### config.mk
export PLATFORM = sky130hd
export DESIGN_NAME = alu_operand_stage
export DESIGN_NICKNAME = d
export VERILOG_FILES = /design/src/rtl/alu_operand_stage.sv
export SDC_FILE = /design/constraint.sdc
export NUM_CORES = 1
export LEC_CHECK = 0
export CORE_MARGIN = 1
export CORE_UTILIZATION = 40
export CTS_CLUSTER_DIAMETER = 30
export DETAILED_ROUTE_END_ITERATION = 7
export GPL_TIMING_DRIVEN = 0
export PLACE_DENSITY_LB_ADDON = 0.12
export SLEW_MARGIN = 20
export SYNTH_ARGS = -nofsm -noshare
export SYNTH_HDL_FRONTEND = slang
export SYNTH_SLANG_ARGS = --single-unit
### constraint.sdc
create_clock -name clk -period 3.6 [get_ports clk]
set_input_delay 0.36 -clock clk [delete_from_list [all_inputs] [get_ports clk]]
set_output_delay 0.36 -clock clk [all_outputs]
set_load 0.01 [all_outputs]
### src/rtl/alu_operand_stage.sv
// ==== alu_operand_stage : operand select + write-back forwarding, one-entry valid/ready hold ====
// ==== rev 1.0                                                                             ====
`default_nettype none

module alu_operand_stage #(
  parameter int DATA_W = 4,
  parameter int IMM_W  = 4,
  parameter int ADDR_W = 2
) (
  input  logic              clk,
  input  logic              rst,
  input  logic              in_valid,
  output logic              in_ready,
  input  logic [ADDR_W-1:0] rs1_addr,
  input  logic [ADDR_W-1:0] rs2_addr,
  input  logic [DATA_W-1:0] rs1_data,
  input  logic [DATA_W-1:0] rs2_data,
  input  logic [IMM_W-1:0]  imm,
  input  logic              alu_src,
  input  logic              imm_sext,
  input  logic              flush,
  input  logic              wb_en,
  input  logic [ADDR_W-1:0] wb_addr,
  input  logic [DATA_W-1:0] wb_data,
  output logic              out_valid,
  input  logic              out_ready,
  output logic [DATA_W-1:0] out_a,
  output logic [DATA_W-1:0] out_b,
  output logic              fwd_a_hit,
  output logic              fwd_b_hit
);

  typedef enum logic [0:0] {
    EMPTY = 1'b0,
    FULL  = 1'b1
  } state_t;

  state_t              state;
  logic [ADDR_W-1:0]   held_rs1;
  logic [ADDR_W-1:0]   held_rs2;
  logic                held_alu_src;

  logic [DATA_W-1:0]   ext_imm;
  logic [DATA_W-1:0]   a_sel;
  logic [DATA_W-1:0]   b_reg;
  logic [DATA_W-1:0]   b_sel;
  logic                hit_a;
  logic                hit_b;
  logic                capture;
  logic                consume;

  generate
    if (IMM_W < DATA_W) begin : g_imm_ext
      assign ext_imm = {{(DATA_W-IMM_W){imm_sext & imm[IMM_W-1]}}, imm};
    end else begin : g_imm_pass
      assign ext_imm = imm;
    end
  endgenerate

  assign hit_a = wb_en && (wb_addr == rs1_addr);
  assign hit_b = wb_en && (wb_addr == rs2_addr);
  assign a_sel = hit_a ? wb_data : rs1_data;
  assign b_reg = hit_b ? wb_data : rs2_data;
  assign b_sel = alu_src ? ext_imm : b_reg;

  assign out_valid = (state == FULL);
  assign in_ready  = !out_valid || out_ready;
  assign capture   = in_valid && in_ready && !flush;
  assign consume   = out_valid && out_ready;

  always_ff @(posedge clk or posedge rst) begin
    if (rst) begin
      state        <= EMPTY;
      out_a        <= '0;
      out_b        <= '0;
      fwd_a_hit    <= 1'b0;
      fwd_b_hit    <= 1'b0;
      held_rs1     <= '0;
      held_rs2     <= '0;
      held_alu_src <= 1'b0;
    end else if (flush) begin
      state <= EMPTY;
    end else if (capture) begin
      state        <= FULL;
      out_a        <= a_sel;
      out_b        <= b_sel;
      fwd_a_hit    <= hit_a;
      fwd_b_hit    <= hit_b && !alu_src;
      held_rs1     <= rs1_addr;
      held_rs2     <= rs2_addr;
      held_alu_src <= alu_src;
    end else if (consume) begin
      state <= EMPTY;
    end else if (state == FULL) begin
      // Stalled entry keeps tracking write-backs so it never goes stale.
      if (wb_en && (wb_addr == held_rs1)) begin
        out_a     <= wb_data;
        fwd_a_hit <= 1'b1;
      end
      if (wb_en && !held_alu_src && (wb_addr == held_rs2)) begin
        out_b     <= wb_data;
        fwd_b_hit <= 1'b1;
      end
    end
  end

endmodule

`default_nettype wire
==> results.md <==
- Sequential-to-total area share from yosys stat: 0.424
- Count of placed standard cells including taps: 169
- Number of rows in the core area: 17
- Detailed Route Iter0 Violations: 29
- Library cell occupying the most area in the post-synthesis netlist: sky130_fd_sc_hd__dfrtp_1
- Largest net degree at the start of global routing: 17
- Power per unit of standard cell area: 374 mW/mm²
- Final period demand of the worst path: 2.06 ns
- Post-place setup slack: 1.47 ns
- Post-CTS setup repair buffer count: 0
- CTS root buffer: sky130_fd_sc_hd__clkbuf_4
- WS Path Type: in -> out
- Switching power: 149 µW
- Floorplan die width: 50.6 µm
- Detailed-routing iteration count for the pre-antenna-repair pass: 4
- Standby leakage power: 0.000580 µW
- End-of-flow core utilization: 0.626
- CP Max Fanout: 5
- Post-Syn Nets: 134
- Beginning of the worst register-to-register path: out_valid
- Aggregate global-route resource usage: 0.219
- Summed negative setup slack over all endpoints: 0 ns
- Final clock skew: 0.0102 ns
- Clock latency on the worst-skew pair: 0.30 ns
- Number of gates given a new drive strength after cts: 0
- Routed length per instance: 14.1 µm
- Gate count after technology mapping: 104
- Final cell count without fillers: 173
- Clock slew at reported path FFs: 0.11 ns
- Top cell types by occurrence after synthesis: 16 x sky130_fd_sc_hd__dfrtp_1, 15 x sky130_fd_sc_hd__nand2_1, 10 x sky130_fd_sc_hd__nand3_1, 8 x sky130_fd_sc_hd__xnor2_1, 6 x sky130_fd_sc_hd__a21oi_1
- Routed Wire Length: 2.44 mm
- Htree depth: 1
- Total design power: 518 µW
- Yosys top cell area share: 0.424
- Transition time at the pin with the least slew margin: 0.620 ns
- Avg Vias per Cell: 5.41
- Clock Path Buffers: 2
- Dominant cell by count in the synthesized netlist: sky130_fd_sc_hd__dfrtp_1
- Core area: 0.00221 mm²
- Internal power component: 369 µW
- Total Die Area: 0.00256 mm²
- Number of global-route vias before repair: 900
- Worst Setup Start Kind: input port
- Number of enable flip-flop cells after synthesis: 0
- ANT cells: 0
- WP data arrival: 1.70 ns
- Global-route wire length before repair: 4.05 mm
- Critical R2R Capture: out_b[1]
- Number of pins with negative max-slew slack in the final report: 0
- Number of hold-slack violations in the final timing report: 0
- Register bit count reported by yosys: 16
- Detailed-route via count: 936
- Fin crit share: 0.571
- Hold WC Path Type: in -> async
- Count of max-cap constraint violations: 0
- Portion of total power attributed to combinational logic: 0.328
- Nets: 176
- DRC errors left: 0
- Post-cts hold buffer count: 0
- TritonCTS clock tree: done
- Area taken by multi-input logic gates: 474 µm²
- Estimated wirelength of the detail-placed design: 1.86 mm
- VDD IR-drop max: 0.231 mV
- Part of the power in the clock network: 0.238
- Max Fclk: 486 MHz
- Boundary Pins: 42
- Final weighted congestion in routability-driven placement: 0.796
- Data required time of the critical path: 3.24 ns
- Setup violation total in the final timing report: 0
- Sequential power share: 0.434
- Area of all sequential standard cells: 400 µm²
- Number of input and output port buffers inserted: 37
- Worst slew margin relative to its limit: 0.586
- Routed Antenna Nets: 0
- Number of cell instances on the worst register-to-register path: 5
- Crit path capture type: output port
- Overall overflow remaining after global route: 0
- Run status: finished, final reports clean
- Register-to-Register Setup Slack: 1.92 ns
- Distinct cell type count of the synthesized netlist: 27
- Worst setup slack after layout: 1.54 ns
- Post-synth top flop: sky130_fd_sc_hd__dfrtp_1
- Async SR Flop Fraction: 1.00
- Average cell area after synthesis: 9.07 µm²
- Setup repair after global routing missed its margin: false
- Die boundary height: 50.6 µm
- Starting utilization of the core area: 0.426
- Synthesis Warnings: 0
- Area growth, synth to finish: 46.8%
- Post-synthesis instance area: 943 µm²
- Fill count: 205
- Number of buffers created by CTS: 3
- Switching share of total power: 0.288
- Antenna violations before repair: 0
- Layout cell share with drive strength beyond 1: 0.0966
- Cell types occupying the most area after synthesis: sky130_fd_sc_hd__dfrtp_1 42%, sky130_fd_sc_hd__xnor2_1 7.4%, sky130_fd_sc_hd__nand2_1 6.0%
- Clock Sink Count: 16
==> registers in the layout, indices dropped and copies added (netlist names) <==
name / flops
fwd_a_hit: 1
out_b: 4
out_valid: 1
held_rs2: 2
held_rs1: 2
out_a: 4
held_alu_src: 1
fwd_b_hit: 1
==> per-stage QoR <==
| stage | hold slack [ns] | area (µm²) |
|---|---|---|
| after floorplan | 0.274 | 943 |
| after global placement | 0.484 | 1350 |
| after detailed placement | 0.483 | 1350 |
| after CTS | 0.433 | 1390 |
| after global routing | 0.466 | 1390 |
| final | 0.436 | 1390 |
==> cell usage in the layout, fill, tap and decap left out <==
master,netlist,routed
sky130_fd_sc_hd__nor3b_1,4,4
sky130_fd_sc_hd__a32o_1,1,1
sky130_fd_sc_hd__nand3_1,10,10
sky130_fd_sc_hd__o22ai_1,4,4
sky130_fd_sc_hd__buf_4,3,3
sky130_fd_sc_hd__nor2b_1,1,1
sky130_fd_sc_hd__inv_2,1,1
sky130_fd_sc_hd__clkdlybuf4s50_1,0,37
sky130_fd_sc_hd__a2bb2oi_1,1,1
sky130_fd_sc_hd__and2_1,2,2
sky130_fd_sc_hd__nor4_1,4,4
sky130_fd_sc_hd__inv_1,4,4
sky130_fd_sc_hd__o21ai_0,4,4
sky130_fd_sc_hd__a31oi_1,4,4
sky130_fd_sc_hd__and3_1,2,2
sky130_fd_sc_hd__buf_6,2,2
sky130_fd_sc_hd__and2_4,1,1
sky130_fd_sc_hd__and2b_1,1,1
sky130_fd_sc_hd__and3b_1,1,1
sky130_fd_sc_hd__buf_2,1,1
sky130_fd_sc_hd__a21oi_1,6,6
sky130_fd_sc_hd__clkbuf_4,0,3
sky130_fd_sc_hd__xnor2_1,8,8
sky130_fd_sc_hd__nand4_2,1,1
sky130_fd_sc_hd__clkbuf_8,0,1
sky130_fd_sc_hd__nor2_1,2,2
sky130_fd_sc_hd__nor3b_2,1,1
sky130_fd_sc_hd__nand2_1,15,15
sky130_fd_sc_hd__dfrtp_1,16,16
sky130_fd_sc_hd__o41ai_1,4,4
==> layout make-up <==
type / count / share of cell area
multi-input cells: 77 / 0.342
well taps: 28 / 0.0253
repair buffers: 37 / 0.267
clock buffers: 4 / 0.0262
plain buffers: 6 / 0.0361
flip-flops and latches: 16 / 0.289
inverters: 5 / 0.0136
==> per-layer routing <==
| layer | part of all wire | vias up | global-route usage |
|---|---|---|---|
| li1 | - | 456 | - |
| met1 | 0.42 | 428 | 0.271 |
| met2 | 0.48 | 47 | 0.362 |
| met3 | 0.075 | 5 | 0.0364 |
| met4 | 0.020 | 0 | 0.111 |
| met5 | 0 | - | 0 |
==> worst max path at each step <==
stage	endpoint	from	slack [ns]	depth (start not counted)
final	in_ready	out_ready	1.54	4
after global routing	in_ready	out_ready	1.49	4
after CTS	in_ready	out_ready	1.54	4
after detailed placement	out_b[0]	out_ready	1.47	6
after global placement	out_b[3]	out_ready	1.51	6
after floorplan	out_b[0]	out_valid	2.14	5
==> critical path, cell delays in order <==
cell	delay [ns]
sky130_fd_sc_hd__clkdlybuf4s50_1	0.48
sky130_fd_sc_hd__and2b_1	0.22
sky130_fd_sc_hd__inv_2	0.10
sky130_fd_sc_hd__clkdlybuf4s50_1	0.54
==> cell families after synthesis <==
family          share of synthesized area
xor+xnor                           0.0743
compound gates                      0.163
buf+inv                            0.0729
flops                               0.424
simple gates                        0.265
==> power groups by stage <==
stage                     Clock, µW  Sequential, µW  Combinational (µW)
after CTS                       128             225                 171
after global routing            136             229                 185
after floorplan                   0             237                72.2
final                           123             225                 170
after global placement            0             228                 168
after detailed placement          0             229                 170
No activity file was read; power rests on OpenSTA's default activity.
